### config.mk
export PLATFORM = sky130hd
export DESIGN_NAME = regfile_scoreboard_flat
export DESIGN_NICKNAME = d
export VERILOG_FILES = /design/src/rtl/regfile_scoreboard_pkg.sv /design/src/rtl/regfile_scoreboard_if.sv /design/src/rtl/regfile_scoreboard_read_port.sv /design/src/rtl/regfile_scoreboard.sv /design/src/flat_wrapper.sv
export SDC_FILE = /design/constraint.sdc
export NUM_CORES = 2
export LEC_CHECK = 0
export CAP_MARGIN = 5
export CORE_MARGIN = 10
export CORE_UTILIZATION = 25
export CTS_CLUSTER_SIZE = 16
export DETAILED_ROUTE_END_ITERATION = 10
export GPL_ROUTABILITY_DRIVEN = 0
export SLEW_MARGIN = 20
export SYNTH_ARGS = -nofsm -noshare
export SYNTH_HDL_FRONTEND = slang
export SYNTH_SLANG_ARGS = --single-unit
### constraint.sdc
create_clock -name clock -period 4.3 [get_ports clock]
set_clock_uncertainty 0.05 [all_clocks]
set_input_delay 0.86 -clock clock [delete_from_list [all_inputs] [get_ports clock]]
set_output_delay 0.86 -clock clock [all_outputs]
set_load 0.01 [all_outputs]
### src/rtl/regfile_scoreboard_pkg.sv
// rtl/regfile_scoreboard_pkg.sv - shared constants, address-width helper and read-port bundle type
// for the register file scoreboard.
package regfile_pkg;

  localparam int DEFAULT_XLEN  = 32;
  localparam int DEFAULT_NREGS = 32;
  localparam int ZERO_REG      = 0;

  function automatic int calc_aw(input int nregs);
    return (nregs > 1) ? $clog2(nregs) : 1;
  endfunction

  typedef struct packed {
    logic [DEFAULT_XLEN-1:0] data;
    logic                    busy;
  } rd_port_t;

endpackage

### src/rtl/regfile_scoreboard_if.sv
// rtl/regfile_scoreboard_if.sv - decode/write-back bus of the register file scoreboard.
// master = pipeline side, slave = register file.
interface regfile_scoreboard_if #(
  parameter int XLEN  = regfile_pkg::DEFAULT_XLEN,
  parameter int NREGS = regfile_pkg::DEFAULT_NREGS,
  parameter int NRD   = 2
);
  localparam int AW = regfile_pkg::calc_aw(NREGS);

  logic [NRD*AW-1:0]   rdAddr;
  logic [NRD*XLEN-1:0] rdData;
  logic [NRD-1:0]      rdBusy;
  logic                wbValid;
  logic [AW-1:0]       wbReg;
  logic [XLEN-1:0]     wbData;
  logic                issueValid;
  logic [AW-1:0]       issueReg;
  logic                flush;
  logic [AW:0]         busyCount;
  logic                anyBusy;

  modport master (
    output rdAddr, wbValid, wbReg, wbData, issueValid, issueReg, flush,
    input  rdData, rdBusy, busyCount, anyBusy
  );

  modport slave (
    input  rdAddr, wbValid, wbReg, wbData, issueValid, issueReg, flush,
    output rdData, rdBusy, busyCount, anyBusy
  );

endinterface

### src/rtl/regfile_scoreboard_read_port.sv
// rtl/regfile_scoreboard_read_port.sv - one combinational read port (data + busy).
// REGFILE_BYPASS_EN adds same-cycle write-back forwarding.
module regfile_read_port
  import regfile_pkg::*;
#(
  parameter int XLEN  = DEFAULT_XLEN,
  parameter int NREGS = DEFAULT_NREGS,
  localparam int AW   = calc_aw(NREGS)
) (
  input  logic [AW-1:0]               addr_i,
  input  logic [NREGS-1:0][XLEN-1:0]  regs_i,
  input  logic [NREGS-1:0]            busy_i,
`ifdef REGFILE_BYPASS_EN
  input  logic                        wb_valid_i,
  input  logic [AW-1:0]               wb_reg_i,
  input  logic [XLEN-1:0]             wb_data_i,
  input  logic                        issue_valid_i,
  input  logic [AW-1:0]               issue_reg_i,
`endif
  output logic [XLEN-1:0]             data_o,
  output logic                        busy_o
);

  always_comb begin
    data_o = regs_i[addr_i];
    busy_o = busy_i[addr_i];
`ifdef REGFILE_BYPASS_EN
    // A forwarded value is already produced, so only a same-cycle re-issue keeps it busy.
    if (wb_valid_i && (wb_reg_i == addr_i) && (addr_i != AW'(ZERO_REG))) begin
      data_o = wb_data_i;
      busy_o = issue_valid_i && (issue_reg_i == addr_i);
    end
`endif
  end

endmodule

### src/rtl/regfile_scoreboard.sv
// rtl/regfile_scoreboard.sv - parametrised register file with per-register busy scoreboard.
// Optional REGFILE_BYPASS_EN forwards write-back data to same-cycle reads.
module regfile_scoreboard
  import regfile_pkg::*;
#(
  parameter int XLEN  = DEFAULT_XLEN,
  parameter int NREGS = DEFAULT_NREGS,
  parameter int NRD   = 2,
  localparam int AW   = calc_aw(NREGS)
) (
  input  logic                 clock,
  input  logic                 reset,
  regfile_scoreboard_if.slave  bus
);

  logic [NREGS-1:0][XLEN-1:0] regs_q, regs_d;
  logic [NREGS-1:0]           busy_q, busy_d;
  logic [AW:0]                count_q, count_d;

  logic wb_en, issue_en, inc, dec;

  assign wb_en    = bus.wbValid && (bus.wbReg != AW'(ZERO_REG));
  assign issue_en = bus.issueValid && (bus.issueReg != AW'(ZERO_REG));

  always_comb begin
    regs_d  = regs_q;
    busy_d  = busy_q;
    count_d = count_q;
    inc     = 1'b0;
    dec     = 1'b0;

    if (wb_en) regs_d[bus.wbReg] = bus.wbData;

    if (bus.flush) begin
      busy_d = '0;
    end else if (wb_en) begin
      busy_d[bus.wbReg] = 1'b0;
    end
    if (issue_en) busy_d[bus.issueReg] = 1'b1;

    // Count only real transitions; a release on the register being re-issued is not one.
    inc = issue_en && !busy_q[bus.issueReg];
    dec = wb_en && busy_q[bus.wbReg] && !(issue_en && (bus.issueReg == bus.wbReg));

    if (bus.flush) begin
      count_d = {{AW{1'b0}}, issue_en};
    end else begin
      count_d = count_q + {{AW{1'b0}}, inc} - {{AW{1'b0}}, dec};
    end
  end

  always_ff @(posedge clock) begin
    if (reset) begin
      regs_q  <= '0;
      busy_q  <= '0;
      count_q <= '0;
    end else begin
      regs_q  <= regs_d;
      busy_q  <= busy_d;
      count_q <= count_d;
    end
  end

  assign bus.busyCount = count_q;
  assign bus.anyBusy   = (count_q != '0);

  for (genvar i = 0; i < NRD; i++) begin : g_rd
    regfile_read_port #(
      .XLEN  (XLEN),
      .NREGS (NREGS)
    ) u_rp (
      .addr_i        (bus.rdAddr[i*AW +: AW]),
      .regs_i        (regs_q),
      .busy_i        (busy_q),
`ifdef REGFILE_BYPASS_EN
      .wb_valid_i    (bus.wbValid),
      .wb_reg_i      (bus.wbReg),
      .wb_data_i     (bus.wbData),
      .issue_valid_i (bus.issueValid),
      .issue_reg_i   (bus.issueReg),
`endif
      .data_o        (bus.rdData[i*XLEN +: XLEN]),
      .busy_o        (bus.rdBusy[i])
    );
  end

endmodule

### src/flat_wrapper.sv
// flat-port wrapper written by rule: the top's interface ports become plain ports
module regfile_scoreboard_flat import regfile_pkg::*;
#(
  parameter int XLEN  = DEFAULT_XLEN,
  parameter int NREGS = DEFAULT_NREGS,
  parameter int NRD   = 2,
  localparam int AW   = calc_aw(NREGS)
)
  (clock, reset, bus_rdAddr, bus_wbValid, bus_wbReg, bus_wbData, bus_issueValid, bus_issueReg, bus_flush, bus_rdData, bus_rdBusy, bus_busyCount, bus_anyBusy);
  regfile_scoreboard_if #(.XLEN(XLEN), .NREGS(NREGS), .NRD(NRD)) bus_i ();
  input  logic clock;
  input  logic reset;
  input wire logic [$bits(bus_i.rdAddr)-1:0] bus_rdAddr;
  input wire logic [$bits(bus_i.wbValid)-1:0] bus_wbValid;
  input wire logic [$bits(bus_i.wbReg)-1:0] bus_wbReg;
  input wire logic [$bits(bus_i.wbData)-1:0] bus_wbData;
  input wire logic [$bits(bus_i.issueValid)-1:0] bus_issueValid;
  input wire logic [$bits(bus_i.issueReg)-1:0] bus_issueReg;
  input wire logic [$bits(bus_i.flush)-1:0] bus_flush;
  output wire logic [$bits(bus_i.rdData)-1:0] bus_rdData;
  output wire logic [$bits(bus_i.rdBusy)-1:0] bus_rdBusy;
  output wire logic [$bits(bus_i.busyCount)-1:0] bus_busyCount;
  output wire logic [$bits(bus_i.anyBusy)-1:0] bus_anyBusy;
  assign bus_i.rdAddr = bus_rdAddr;
  assign bus_i.wbValid = bus_wbValid;
  assign bus_i.wbReg = bus_wbReg;
  assign bus_i.wbData = bus_wbData;
  assign bus_i.issueValid = bus_issueValid;
  assign bus_i.issueReg = bus_issueReg;
  assign bus_i.flush = bus_flush;
  assign bus_rdData = bus_i.rdData;
  assign bus_rdBusy = bus_i.rdBusy;
  assign bus_busyCount = bus_i.busyCount;
  assign bus_anyBusy = bus_i.anyBusy;
  regfile_scoreboard #(.XLEN(XLEN), .NREGS(NREGS), .NRD(NRD)) u_core (.clock(clock), .reset(reset), .bus(bus_i));
endmodule
* Word level (Yosys, flattened, before mapping) *
Cells that the tools add are included.

cells by class
  $add $sub $neg = 2
  eq/ne operators = 1
  multiplexer cells = 23
  reduce and logical (&&, ||, !) cells = 14
  magnitude comparators = 6
  bitwise gates (word level) = 3

operator list
  kind                                                                                  count
  1024-bit bitwise mux                                                                  1
  32-bit binary-select mux with 5-bit select                                            2
  32-bit 2-to-1 mux                                                                     6
  32-bit demux with 5-bit select                                                        1
  32-bit AND                                                                            1
  32-bit NOT                                                                            1
  32-bit OR                                                                             1
  5-bit by 6-bit < comparator with 1-bit output (second input constant)                 4
  1-bit binary-select mux with 5-bit select                                             4
  1-bit demux with 5-bit select                                                         2
  5-bit by 1-bit greater-or-equal comparator with 1-bit output (second input constant)  2
  5-bit nonzero test                                                                    2
  1-bit logical AND                                                                     8
  1-bit 2-to-1 mux                                                                      7
  6-bit by 1-bit adder with 6-bit output                                                1
  6-bit nonzero test                                                                    1
  6-bit by 1-bit subtractor with 6-bit output                                           1
  5-bit == test                                                                         1
  1-bit logical NOT                                                                     2
  2-bit OR reduction                                                                    1

storage, ports and cells
  logic and storage cells = 84
  output and inout port bits = 73
  bits in registers = 1062
  bits of input ports = 57

* Depth between registers and ports, before layout *
  word-level depth = 10
  mapped depth = 15
  depth with buffers taken out = 14

* Cells and area by module *
Synthesis repeated with hierarchy kept, for this count alone.

unflattened totals
  cell total of the unflattened synthesis = 7128
  area total of the unflattened synthesis = 55916.1 um^2

modules (own cells, without submodules)
  module              times used  area each (um^2)  cells an instance
  regfile_scoreboard  1           37453.4           4734
  regfile_read_port   2           9231.4            1197

* Worst setup path before layout *
OpenSTA, ideal clock, no wires.

  kind = input-to-reg
  start point = input bus_wbReg[0]
  end point = register u_core.count_q[4] (netlist: u_core.bus.busyCount[4])
  library setup time = 0.117 ns
  stages on the path = 14
  data arrival time = 3.499 ns
  data required time = 4.133 ns
  setup slack = 0.634 ns
  cells stage by stage = buf_2 buf_2 mux4_2 a22oi_1 a31oi_1 ha_1 inv_1 ha_1 fa_1 a21oi_1 nor2_1 nor2_1 xor2_1 nor2_1

on the way
  cells in the longest elaborated chain, start to end = 5
  elaborated cells between the ends (all ways) = 10

ends and longest elaborated chain
  item                                                                     RTL line                  RTL
  start, declared                                                          flat_wrapper.sv:15        input wire logic [$bits(bus_i.wbReg)-1:0] bus_wbReg;
  1-bit binary-select mux with 5-bit select, or another cell as far along  regfile_scoreboard.sv:43  dec = wb_en && busy_q[bus.wbReg] && !(issue_en && (bus.issueReg == bus.wbReg));
  1-bit 2-to-1 mux (not written as such), or another cell as far along     regfile_scoreboard.sv:43
  1-bit logical AND or 1-bit logical NOT (tied branches)                   regfile_scoreboard.sv:43
  1-bit logical AND (*)                                                    regfile_scoreboard.sv:43
  6-bit by 1-bit subtractor with 6-bit output (*)                          regfile_scoreboard.sv:48  count_d = count_q + {{AW{1'b0}}, inc} - {{AW{1'b0}}, dec};
  end signal, assigned                                                     regfile_scoreboard.sv:60  count_q <= count_d;
  end, declared                                                            regfile_scoreboard.sv:18  logic [AW:0] count_q, count_d;

Mark *: on every way between the ends. The rest lies on a longest branch, timed or not. The select of a mux whose other input is x is not followed.
A chain may end at the register's enable or synchronous reset.

* Worst setup path in the final report *
  start point = input bus_rdAddr[5]
  end point = output bus_rdData[38]

on the way
  cells in the longest elaborated chain, start to end = 2

ends and longest elaborated chain
  item                                        RTL line                            RTL
  start, declared                             flat_wrapper.sv:13                  input wire logic [$bits(bus_i.rdAddr)-1:0] bus_rdAddr;
  32-bit binary-select mux with 5-bit select  regfile_scoreboard_read_port.sv:25  data_o = regs_i[addr_i];
  32-bit 2-to-1 mux (not written as such)     regfile_scoreboard_read_port.sv:25
  end, declared                               flat_wrapper.sv:20                  output wire logic [$bits(bus_i.rdData)-1:0] bus_rdData;

No other way between the ends. The select of a mux whose other input is x is not followed.

==> impl_metrics.ini <==
[clocking]
htree_levels = 3
clock_sinks = 1062
cts_buffers = 107
ctsHoldBuffers = 0
clock-root-buffer = clkbuf_16
clkTransAtPathRegs_ns = 0.06
clk_latency_ns = 0.76
cts_tree = yes
clock_path_buffers = 3

[sta]
setup_violations = 2
worst_pin_slew_ns = 0.952
fmax_ghz = 0.232
finalSetupTns_ns = -0.00254
rsz0062_at_grt = true
layout_setup_ws_ns = -0.00250
maxSlewHeadroom_pct = 36.6
finalHoldViolations = 0
slew_violations = 0
fin_crit_sh_pct = 100
fin_crit_ns = 4.30

[cells_and_area]
final_layout_size_suffix_gt1_share_pct = 23.0
mostFrequentLayoutCells = 1992 x nand2_1, 1062 x dfxtp_1, 996 x a21oi_1
fin_util_pct = 29.9
final_cells = 8453
num-nets-final = 5596
fillers = 21670
area_growth_pct = 18.5
final_area_um2 = 63500
mostFrequentLayoutCell = nand2_1

[worst_hold_path]
min_path_type = reg2reg
whs_path_depth = 2

[run]
maxCapViolCount = 0

[critical_path]
endpoint = bus_rdData[38]
rr_worst_depth = 14
worstPathMaxFanout = 14
reg2reg_to = u_core.bus.busyCount[4]
r2r_slack_ns = 1.24
arrival_ns = 3.39
startpoint = bus_rdAddr[5]
crit_type = in2out
worstPathRequired_ns = 3.39
start_kind = input pin
r2r_start = u_core.busy_q[27]
critPathCaptureType = primary output

[detailed_routing]
drcViolationCount = 0
first_pass_iters = 9
wire_per_inst_um = 25.8
wl_mm = 218
drtIter0Drc = 6891
viasPerCell = 5.54
vias = 46854
ant_nets = 0

[yosys]
synthesis.instances = 5610
avgSynthCellArea_um2 = 9.54
synth_area_leader_cell = dfxtp_1
postSynthNetCount = 5676
yosys_warnings = 0
ys_types = 50
ys_ff_latch = 1062
synthTopCellsByArea = dfxtp_1 40%, mux4_2 28%, nand2_1 14%
synth_edf_count = 0
synth.yosys.seq_area_share_pct = 39.7
async_reset_ff_share_pct = 0
ys.flop_type = dfxtp_1
netlist.area_leader.share_pct = 39.7
synth_area_um2 = 53500

[power]
leakagePower_nw = 20.3
cellPowerDensity_nw_per_um2 = 347
total_power_mw = 22.0
ir_drop_mv = 0.360

[placed_design]
port_buffers = 129
dp_hpwl_mm = 128
dpl.cell_count = 8237
postPlaceCellArea_um2 = 59500

[global_routing]
track_usage_pct = 17.8
grt_max_degree = 164
grt_pass1_vias = 44302
grt.overflow.total = 0
antenna_found_initial = 30
grt_pass1_wl_mm = 311

[die]
initial_utilization_pct = 25.2
dieWidth_um = 483
io_pins = 130
dieHeight_um = 483
coreArea_um2 = 213000
dieArea_um2 = 233000
rows = 169

[status]
outcome = complete, but fails checks
violations = negative setup slack
-- through the flow --
stage	hold slack (ns)	worst slack [ns]
2_1_floorplan	0.393	0.634
3_3_place_gp	0.398	-0.262
3_5_place_dp	0.407	-0.0397
4_1_cts	0.416	0.00449
5_1_grt	0.430	-0.0544
6_report	0.416	-0.00250
-- synthesized netlist by cell type (3+ instances only) --
cell and number:
a21oi_1 996, a32o_1 30, and2_1 3, and3_1 4
buf_1 19, buf_2 92, buf_4 14, buf_6 6
clkbuf_1 443, dfxtp_1 1062, ha_1 8, inv_1 9
mux2_2 66, mux2i_1 14, mux4_2 670, nand2_1 2023
nand2b_1 4, nand3b_1 5, nand4_1 3, nor2_1 52
nor2b_1 32, nor3_1 8, nor3b_1 3, nor4_1 3
o22ai_1 5, xnor2_1 4, xor2_1 4
-- per-layer routing --
layer  GRT usage, %  up-vias  wire (um)  share of wire (%)
met5              0        -         71              0.032
li1               -    19611          -                  -
met3           5.09      668      29400                 13
met2           27.1     3236      96500                 44
met4           6.99       12       9520                4.4
met1           23.9    23327      82900                 38
-- flip-flops by register name, summed over array words and instances (netlist names) --
register and cells:
u_core.busy_q 32, u_core.bus.busyCount 6, u_core.regs_q 1024
-- repair_timing --
item                                    CTS  global route
buffers inserted                          0             0
endpoints found under the setup margin    6            31
cloned                                    0             5
gates resized for setup                   3            32
-- worst max-delay path: stages --
cell and delay (ns):
buf_8 0.14, buf_12 0.23, buf_12 0.21, mux4_2 0.51, mux4_2 0.58, mux2_2 0.33
clkdlybuf4s50_1 0.49
-- cell type report --
class                      count  area (um^2)  area share, %
antenna                        9         22.5         0.0355
inverter                       9         33.8         0.0532
timing repair buffer         385         4630           7.30
multi-input combinational   3965        30200           47.6
sequential                  1062        21300           33.5
clock inverter                56          671           1.06
clock buffer                 146         3100           4.88
tap                         2821         3530           5.56
-- power breakdown --
group | switching [mW] | internal (mW)
clock network | 4.36 | 5.83
registers | 0.0604 | 9.91
logic | 1.16 | 0.698
total | 5.58 | 16.4
-- worst min path at each step --
stage,start,end,slack (ns)
after CTS,u_core.regs_q[487],u_core.regs_q[487],0.42
after floorplan,u_core.regs_q[192],u_core.regs_q[192],0.39
after detailed placement,u_core.regs_q[487],u_core.regs_q[487],0.41
after global routing,u_core.regs_q[210],u_core.regs_q[210],0.43
after global placement,u_core.regs_q[86],u_core.regs_q[86],0.40
final,u_core.regs_q[981],u_core.regs_q[981],0.42
-- cell families (layout without fill, tap and decap cells) --
logic type / after synthesis / count (layout) / share of synthesized area [%]
AO/OA/AOI/OAI: 1044 / 1044 / 10.1
XOR/XNOR: 8 / 8 / 0.131
adder cells (fa/ha/maj): 9 / 9 / 0.224
buffers and inverters: 583 / 596 / 4.48
flip-flops: 1062 / 1062 / 39.7
multiplexers: 750 / 750 / 29.8
other: 0 / 9 / 0
AND/OR/NAND/NOR: 2154 / 2154 / 15.5
Power figures use the tool's default switching activity.
